## config.mk

```make
export PLATFORM = sky130hd
export DESIGN_NAME = mac_seq_ctrl
export DESIGN_NICKNAME = d
export VERILOG_FILES = /design/src/rtl/mac_seq_ctrl.sv
export SDC_FILE = /design/constraint.sdc
export NUM_CORES = 1
export LEC_CHECK = 0
export CAP_MARGIN = 20
export CORE_MARGIN = 1
export CORE_UTILIZATION = 42
export CTS_CLUSTER_SIZE = 8
export DETAILED_ROUTE_END_ITERATION = 8
export PLACE_DENSITY_LB_ADDON = 0.25
export REMOVE_ABC_BUFFERS = 1
export SLEW_MARGIN = 20
export SYNTH_ARGS = -nofsm -noshare
export SYNTH_HDL_FRONTEND = slang
export SYNTH_SLANG_ARGS = --single-unit
```

## constraint.sdc

```tcl
create_clock -name clk -period 2.01 [get_ports clk]
set_clock_uncertainty 0.1 [all_clocks]
set_input_delay 0.201 -clock clk [delete_from_list [all_inputs] [get_ports clk]]
set_output_delay 0.201 -clock clk [all_outputs]
set_load 0.01 [all_outputs]
```

## src/rtl/mac_seq_ctrl.sv

```systemverilog
// Dot-product sequencer driving a mac_4 accumulate unit: job in, operand stream, result out.
// Define MAC_SEQ_OVF_EN to add the shadow-sum overflow flag on res_ovf.
module mac_seq_ctrl #(
   parameter int N     = 4,
   parameter int ACC_W = 8,
   parameter int LEN_W = 4
) (
   input  logic             clk,
   input  logic             reset,
   input  logic             start,
   input  logic [LEN_W-1:0] len,
   output logic             busy,
   input  logic             in_valid,
   output logic             in_ready,
   input  logic [N-1:0]     in_a,
   input  logic [N-1:0]     in_b,
   output logic             mac_clr,
   output logic [N-1:0]     mac_a,
   output logic [N-1:0]     mac_b,
   input  logic [ACC_W-1:0] mac_acc,
   output logic             res_valid,
   input  logic             res_ready,
   output logic [ACC_W-1:0] res_data,
   output logic             res_ovf
);

   typedef enum logic [2:0] {
      S_IDLE,
      S_CLEAR,
      S_RUN,
      S_DRAIN,
      S_DONE
   } state_t;

   state_t             r_state;
   state_t             w_next;
   logic [LEN_W-1:0]   r_rem;
   logic               r_drain;
   logic [N-1:0]       r_mac_a;
   logic [N-1:0]       r_mac_b;
   logic               r_res_valid;
   logic [ACC_W-1:0]   r_res_data;
   logic               w_beat;

   assign w_beat    = in_valid & (r_state == S_RUN);
   assign busy      = (r_state != S_IDLE);
   assign in_ready  = (r_state == S_RUN);
   assign mac_clr   = reset | (r_state == S_CLEAR);
   assign mac_a     = r_mac_a;
   assign mac_b     = r_mac_b;
   assign res_valid = r_res_valid;
   assign res_data  = r_res_data;

   always_comb begin
      w_next = r_state;
      case (r_state)
         S_IDLE:  if (start) w_next = (len != '0) ? S_CLEAR : S_DONE;
         S_CLEAR: w_next = S_RUN;
         S_RUN:   if (w_beat && r_rem == LEN_W'(1)) w_next = S_DRAIN;
         S_DRAIN: if (r_drain) w_next = S_DONE;
         S_DONE:  if (res_ready) w_next = S_IDLE;
         default: w_next = S_IDLE;
      endcase
   end

   always_ff @(posedge clk) begin
      if (reset) begin
         r_state     <= S_IDLE;
         r_rem       <= '0;
         r_drain     <= 1'b0;
         r_mac_a     <= '0;
         r_mac_b     <= '0;
         r_res_valid <= 1'b0;
         r_res_data  <= '0;
      end else begin
         r_state <= w_next;
         // Operands default to zero so idle and gap cycles add nothing to the MAC.
         r_mac_a <= '0;
         r_mac_b <= '0;
         case (r_state)
            S_IDLE: begin
               if (start && len != '0) begin
                  r_rem <= len;
               end else if (start) begin
                  r_res_data  <= '0;
                  r_res_valid <= 1'b1;
               end
            end
            S_CLEAR: r_drain <= 1'b0;
            S_RUN: begin
               if (w_beat) begin
                  r_mac_a <= in_a;
                  r_mac_b <= in_b;
                  r_rem   <= r_rem - LEN_W'(1);
               end
            end
            S_DRAIN: begin
               r_drain <= ~r_drain;
               // Second drain edge: MAC has absorbed the last product.
               if (r_drain) begin
                  r_res_data  <= mac_acc;
                  r_res_valid <= 1'b1;
               end
            end
            S_DONE: if (res_ready) r_res_valid <= 1'b0;
            default: ;
         endcase
      end
   end

`ifdef MAC_SEQ_OVF_EN
   logic [ACC_W+LEN_W-1:0] r_shadow;
   logic [ACC_W-1:0]       w_prod;
   logic                   r_res_ovf;

   assign w_prod  = {{(ACC_W-N){1'b0}}, in_a} * {{(ACC_W-N){1'b0}}, in_b};
   assign res_ovf = r_res_ovf;

   always_ff @(posedge clk) begin
      if (reset) begin
         r_shadow  <= '0;
         r_res_ovf <= 1'b0;
      end else begin
         case (r_state)
            S_IDLE:  if (start && len == '0) r_res_ovf <= 1'b0;
            S_CLEAR: r_shadow <= '0;
            S_RUN:   if (w_beat) r_shadow <= r_shadow + {{LEN_W{1'b0}}, w_prod};
            S_DRAIN: if (r_drain) r_res_ovf <= |r_shadow[ACC_W+LEN_W-1:ACC_W];
            default: ;
         endcase
      end
   end
`else
   assign res_ovf = 1'b0;
`endif

endmodule

```

; ---- Word level (Yosys, flattened, before mapping)
; Cells that the tools add are included.
[totals]
regBits = 25
in_bits = 25
out_inout_bits = 21
elab_cells = 58
[classes]
n_addsub = 1
n_eq_ne = 12
n_mux = 19
bitwise = 5
reduce_logical = 14
[op_table]
columns = cell, count
row1 = 8-bit two-way mux, 3
row2 = 8-bit one-hot mux with 2 select lines, 1
row3 = 3-bit two-way mux, 5
row4 = 3-bit one-hot mux with 5 select lines, 1
row5 = "2-bit inequality test, second input constant", 5
row6 = 4-bit two-way mux, 2
row7 = 4-bit one-hot mux with 2 select lines, 1
row8 = 4-bit AND reduction, 2
row9 = "3-bit by 2-bit equality test with 1-bit output, second input constant", 2
row10 = 2-bit nonzero test, 3
row11 = 3-bit nonzero test, 2
row12 = 5-bit AND reduction, 1
row13 = "4-bit by 1-bit equality test with 1-bit output, second input constant", 1
row14 = 1-bit two-way mux, 4
row15 = "2-bit by 1-bit inequality test with 1-bit output, second input constant", 2
row16 = 4-bit nonzero test, 1
row17 = "4-bit by 1-bit subtractor with 4-bit output, second input constant", 1
row18 = "3-bit by 1-bit equality test with 1-bit output, second input constant", 1
row19 = "3-bit equality test, second input constant", 1
row20 = 3-bit zero test, 1
row21 = 1-bit inverter, 3
row22 = 1-bit one-hot mux with 3 select lines, 1
row23 = 3-bit AND reduction, 1
row24 = 3-bit OR reduction, 1
row25 = 4 further kinds, 5

; ---- Longest topological paths before layout
; Gate-level depths: netlist of run 1.
[logic_depth]
ltp_word = 5
depth_mapped = 6
ltp_nobuf = 6

; ---- Worst setup path before layout of run 1
; No wires, ideal clock.
[synth_timing]
path_kind = register -> register
from = register r_state[0]
to = register r_rem[1]
setup_time_ps = 67
t_arrival_ps = 1537
required_time_ps = 1843
setup_slack_ps = 306
path_stages_with_launch = 6
path_buffers = 1
period_less_slack_ps = 1704
cell_sequence = dfxtp_1 -> buf_6 -> or4b_1 -> o32a_2 -> a211o_1 -> a21oi_2
[synth_between]
elab_chain_cells = 4
elab_cells_between_ends = 8
cone_classes = 3 x eq/ne / 1 x mux / 1 x bitwise / 3 x reduce/logical
[synth_lines]
columns = element, line_no
row1 = "start, declared", 35  ; state_t r_state;
row2 = "start signal, assigned", 76  ; r_state <= w_next;
row3 = 3-bit by 2-bit equality test with 1-bit output, "45, 80"
row4 = 1-bit bitwise AND, 45  ; assign w_beat = in_valid & (r_state == S_RUN);
row5 = 2-bit by 1-bit inequality test with 1-bit output (no line), -
row6 = 3-bit AND reduction (no line), -
row7 = "end signal, assigned", 83  ; r_rem <= len;
row8 = "end signal, assigned", 94  ; r_rem <= r_rem - LEN_W'(1);
row9 = "end, declared", 37  ; logic [LEN_W-1:0] r_rem;
; Several ways; a longest one is shown, not always the timed one.
; A chain may end at the register's enable or synchronous reset.

; ---- Worst setup path after layout of run 1
[layout_timing]
from = register r_state[2]
to = register r_rem[1]
; Same word-level chain as after synthesis.

==> flow_metrics.tcl, run 1 <==
set metrics [dict create \
    final_layout_size_suffix_gt1_share_pct 7.78 \
    ys.flop_type "dfxtp_1" \
    drc_errors 0 \
    htree_levels 1 \
    fin_crit_sh_pct 87.5 \
    yosysTopAreaCell "dfxtp_1" \
    path_class "register to register" \
    grt_remaining_overflow 0 \
    yosys_warnings 0 \
    synth_mux_area_share_pct 9.80 \
    die_w_um 53.7 \
    synth-simple-area-share_pct 25.5 \
    grt_pass1_vias 1022 \
    viasPerCell 5.25 \
    ios 46 \
    syn_avg_cell_area_um2 9.13 \
    placed_cells 193 \
    synth_top_area_share_pct 44.5 \
    port_buffers 44 \
    totalWireLength_um 2650 \
    clock-root-buffer "clkbuf_4" \
    min-delay-path-class "input pin to register" \
    grt_max_degree 18 \
    hold_viol_final 0 \
    worstMarginPinSlew_ns 0.594 \
    area_growth_syn_to_layout_pct 44.8 \
    grt_first_pass_wirelength_um 4260 \
    cts_buffers 3 \
    row_count 18 \
    hp-start "mac_acc[4]" \
    antenna_found_initial 0 \
    crit_path_start "r_state[2]" \
    synthArstFlopShare_pct 0 \
    p_leak_nw 0.671 \
    cp.arrival_ns 1.92 \
    peakVddDrop_uv 523 \
    synth_top_family_by_area "simple AND/OR/NAND/NOR gates" \
    grt_setup_unrepaired "no" \
    yosysUniqueCellTypes 35 \
    synth_xor_area_share_pct 0 \
    synth-seq-cells 25 \
    power_density_nw_per_um2 690 \
    syn-cell-area_um2 1120 \
    power.total_mw 1.12 \
    diodes 0 \
    clock_latency_ns 0.31 \
    synthAdderAreaFrac_pct 2.23 \
    synth-compound-area-share_pct 12.7 \
    die_h_um 53.7 \
    fmax_mhz 569 \
    setup_viol 0 \
    clock-sinks 25 \
    slew_headroom_pct 60.2 \
    required_ns 2.17 \
    synth_edf_count 0 \
    maxCapViolCount 0 \
    first_pass_iters 4 \
    tns_ns 0 \
    hpwl_um 1990 \
    slowest_stage "or4b_1" \
    cp_cell_sequence "or4b_1 -> o32a_2 -> a211o_1 -> a21oi_2" \
    clock_path_buffers 2 \
    ys_seq_area_share_pct 44.5 \
    synth.area.top_cells "dfxtp_1 45%, mux2i_1 9.8%, and2_1 5.6%" \
    finalMaxSlewViolations 0 \
    path_buf_inv 0 \
    finalNonFillerCells 197 \
    initial_utilization_pct 44.9 \
    cts.clk_slew.worst_paths_ns 0.13 \
    routabilityCongestion 0.847 \
    synthCells 123 \
    drt-wirelength-per-cell_um 13.4 \
    cp-start-kind "register" \
    end_kind "register" \
    antenna_left 0 \
    die_area_um2 2890 \
    path_delay_family "compound AO/OA/AOI/OAI gates" \
    crit_fanout 13 \
    drtIter0Drc 19 \
    timing.rr.start "r_state[2]" \
    run_status "completed" \
    post-route-min-period_ns 1.76 \
    vias 1035 \
    track_usage_pct 20.5 \
    cpPeakStageDelay_ns 0.50 \
    nets 195 \
    cts_tree "done" \
    coreArea_um2 2500 \
]
==> final timing paths <==
path / slack (ns) / cells after the start / end
hold / removal: 0.32 / 3 / res_data[4]
setup reg to reg: 0.25 / 4 / r_rem[1]
setup / recovery: 0.25 / 4 / r_rem[1]
hold reg to reg: 0.39 / 2 / r_rem[1]
==> registers in the layout, summed over array words and instances, names as in the netlist <==
signal / cells
r_drain: 1
res_data: 8
mac_b: 4
mac_a: 4
r_rem: 4
r_state: 3
res_valid: 1
==> kinds of logic (layout without fill, tap and decap cells) <==
kind of cell,count (synthesis),in the layout
muxes,11,11
and+or+nand+nor,53,53
AOI/OAI and AO/OA,20,20
adders and majority gates,2,2
other,1,1
DFF,25,25
buffers and inverters,11,55
==> timing repair <==
action,4_1_cts,5_1_grt
setup buffers,0,0
setup endpoints to repair,3,3
hold buffers,0,0
gates resized for setup,3,5
==> layout make-up <==
type                    count  area (µm²)
fillers                   209         873
inverters                   4        15.0
flip-flops and latches     25         509
repair buffers             47         470
multi-input cells          87         568
well taps                  30        37.5
clock buffers               4        26.3
==> cells in the mapped netlist, types with 2 or more instances <==
library cell,instances
and2_1,10
nand3_1,2
a211oi_1,2
nand2b_1,10
buf_2,2
o32ai_1,3
nor2_1,10
or3_2,2
mux2i_1,11
clkbuf_1,3
nand2_1,11
ha_1,2
a21oi_1,6
inv_1,4
dfxtp_1,25
==> per-stage QoR <==
step	hold slack (ns)	util, %	setup WS, ns	instance area, µm²
3_5_place_dp	0.364	63.4	0.0151	1580
5_1_grt	0.312	65.1	0.190	1630
2_1_floorplan	0.163	-	0.331	1080
3_3_place_gp	0.357	63.4	0.0390	1580
6_report	0.322	65.1	0.251	1630
4_1_cts	0.313	64.6	0.0338	1610
==> layout by cell type (no fill, tap or decap), types with 3 or more instances in the layout <==
master | netlist | final
o32ai_1 | 3 | 3
nor2_1 | 10 | 10
nand2b_1 | 10 | 10
buf_4 | 1 | 3
nand2_1 | 11 | 11
mux2i_1 | 11 | 11
clkdlybuf4s50_1 | 0 | 41
a21oi_1 | 6 | 6
inv_1 | 4 | 4
dfxtp_1 | 25 | 22
dlymetal6s2s_1 | 0 | 3
and2_1 | 10 | 10
clkbuf_4 | 0 | 3
==> worst reg2reg max path, delay by kind of cell, from the launching register on <==
family	cells	cell delay (ns)
AND/OR/NAND/NOR	1	0.50
AO/OA/AOI/OAI	3	0.71
flip-flops	1	0.41
==> report_power, final <==
| part | internal [mW] | leakage [nW] | total (mW) | switching, mW |
|---|---|---|---|---|
| Sequential | 0.534 | 0.205 | 0.578 | 0.0437 |
| Clock | 0.0776 | 0.0150 | 0.222 | 0.144 |
| Combinational | 0.175 | 0.452 | 0.323 | 0.148 |
==> per-layer routing <==
| metal | up-vias | global-route usage [%] | part of all wire (%) |
|---|---|---|---|
| li1 | 509 | - | - |
| met1 | 484 | 22.9 | 43 |
| met2 | 35 | 34.6 | 49 |
| met3 | 7 | 8.19 | 6.7 |
| met4 | 0 | 7.89 | 1.6 |
| met5 | - | 0 | 0 |
(Power assumes the default switching activity.)
==> inputs of run 2 (changes only) <==
- CTS_CLUSTER_DIAMETER: unset -> 100
==> results of run 2 <==
The final DEF is identical to that of run 1; final timing and power are the same.
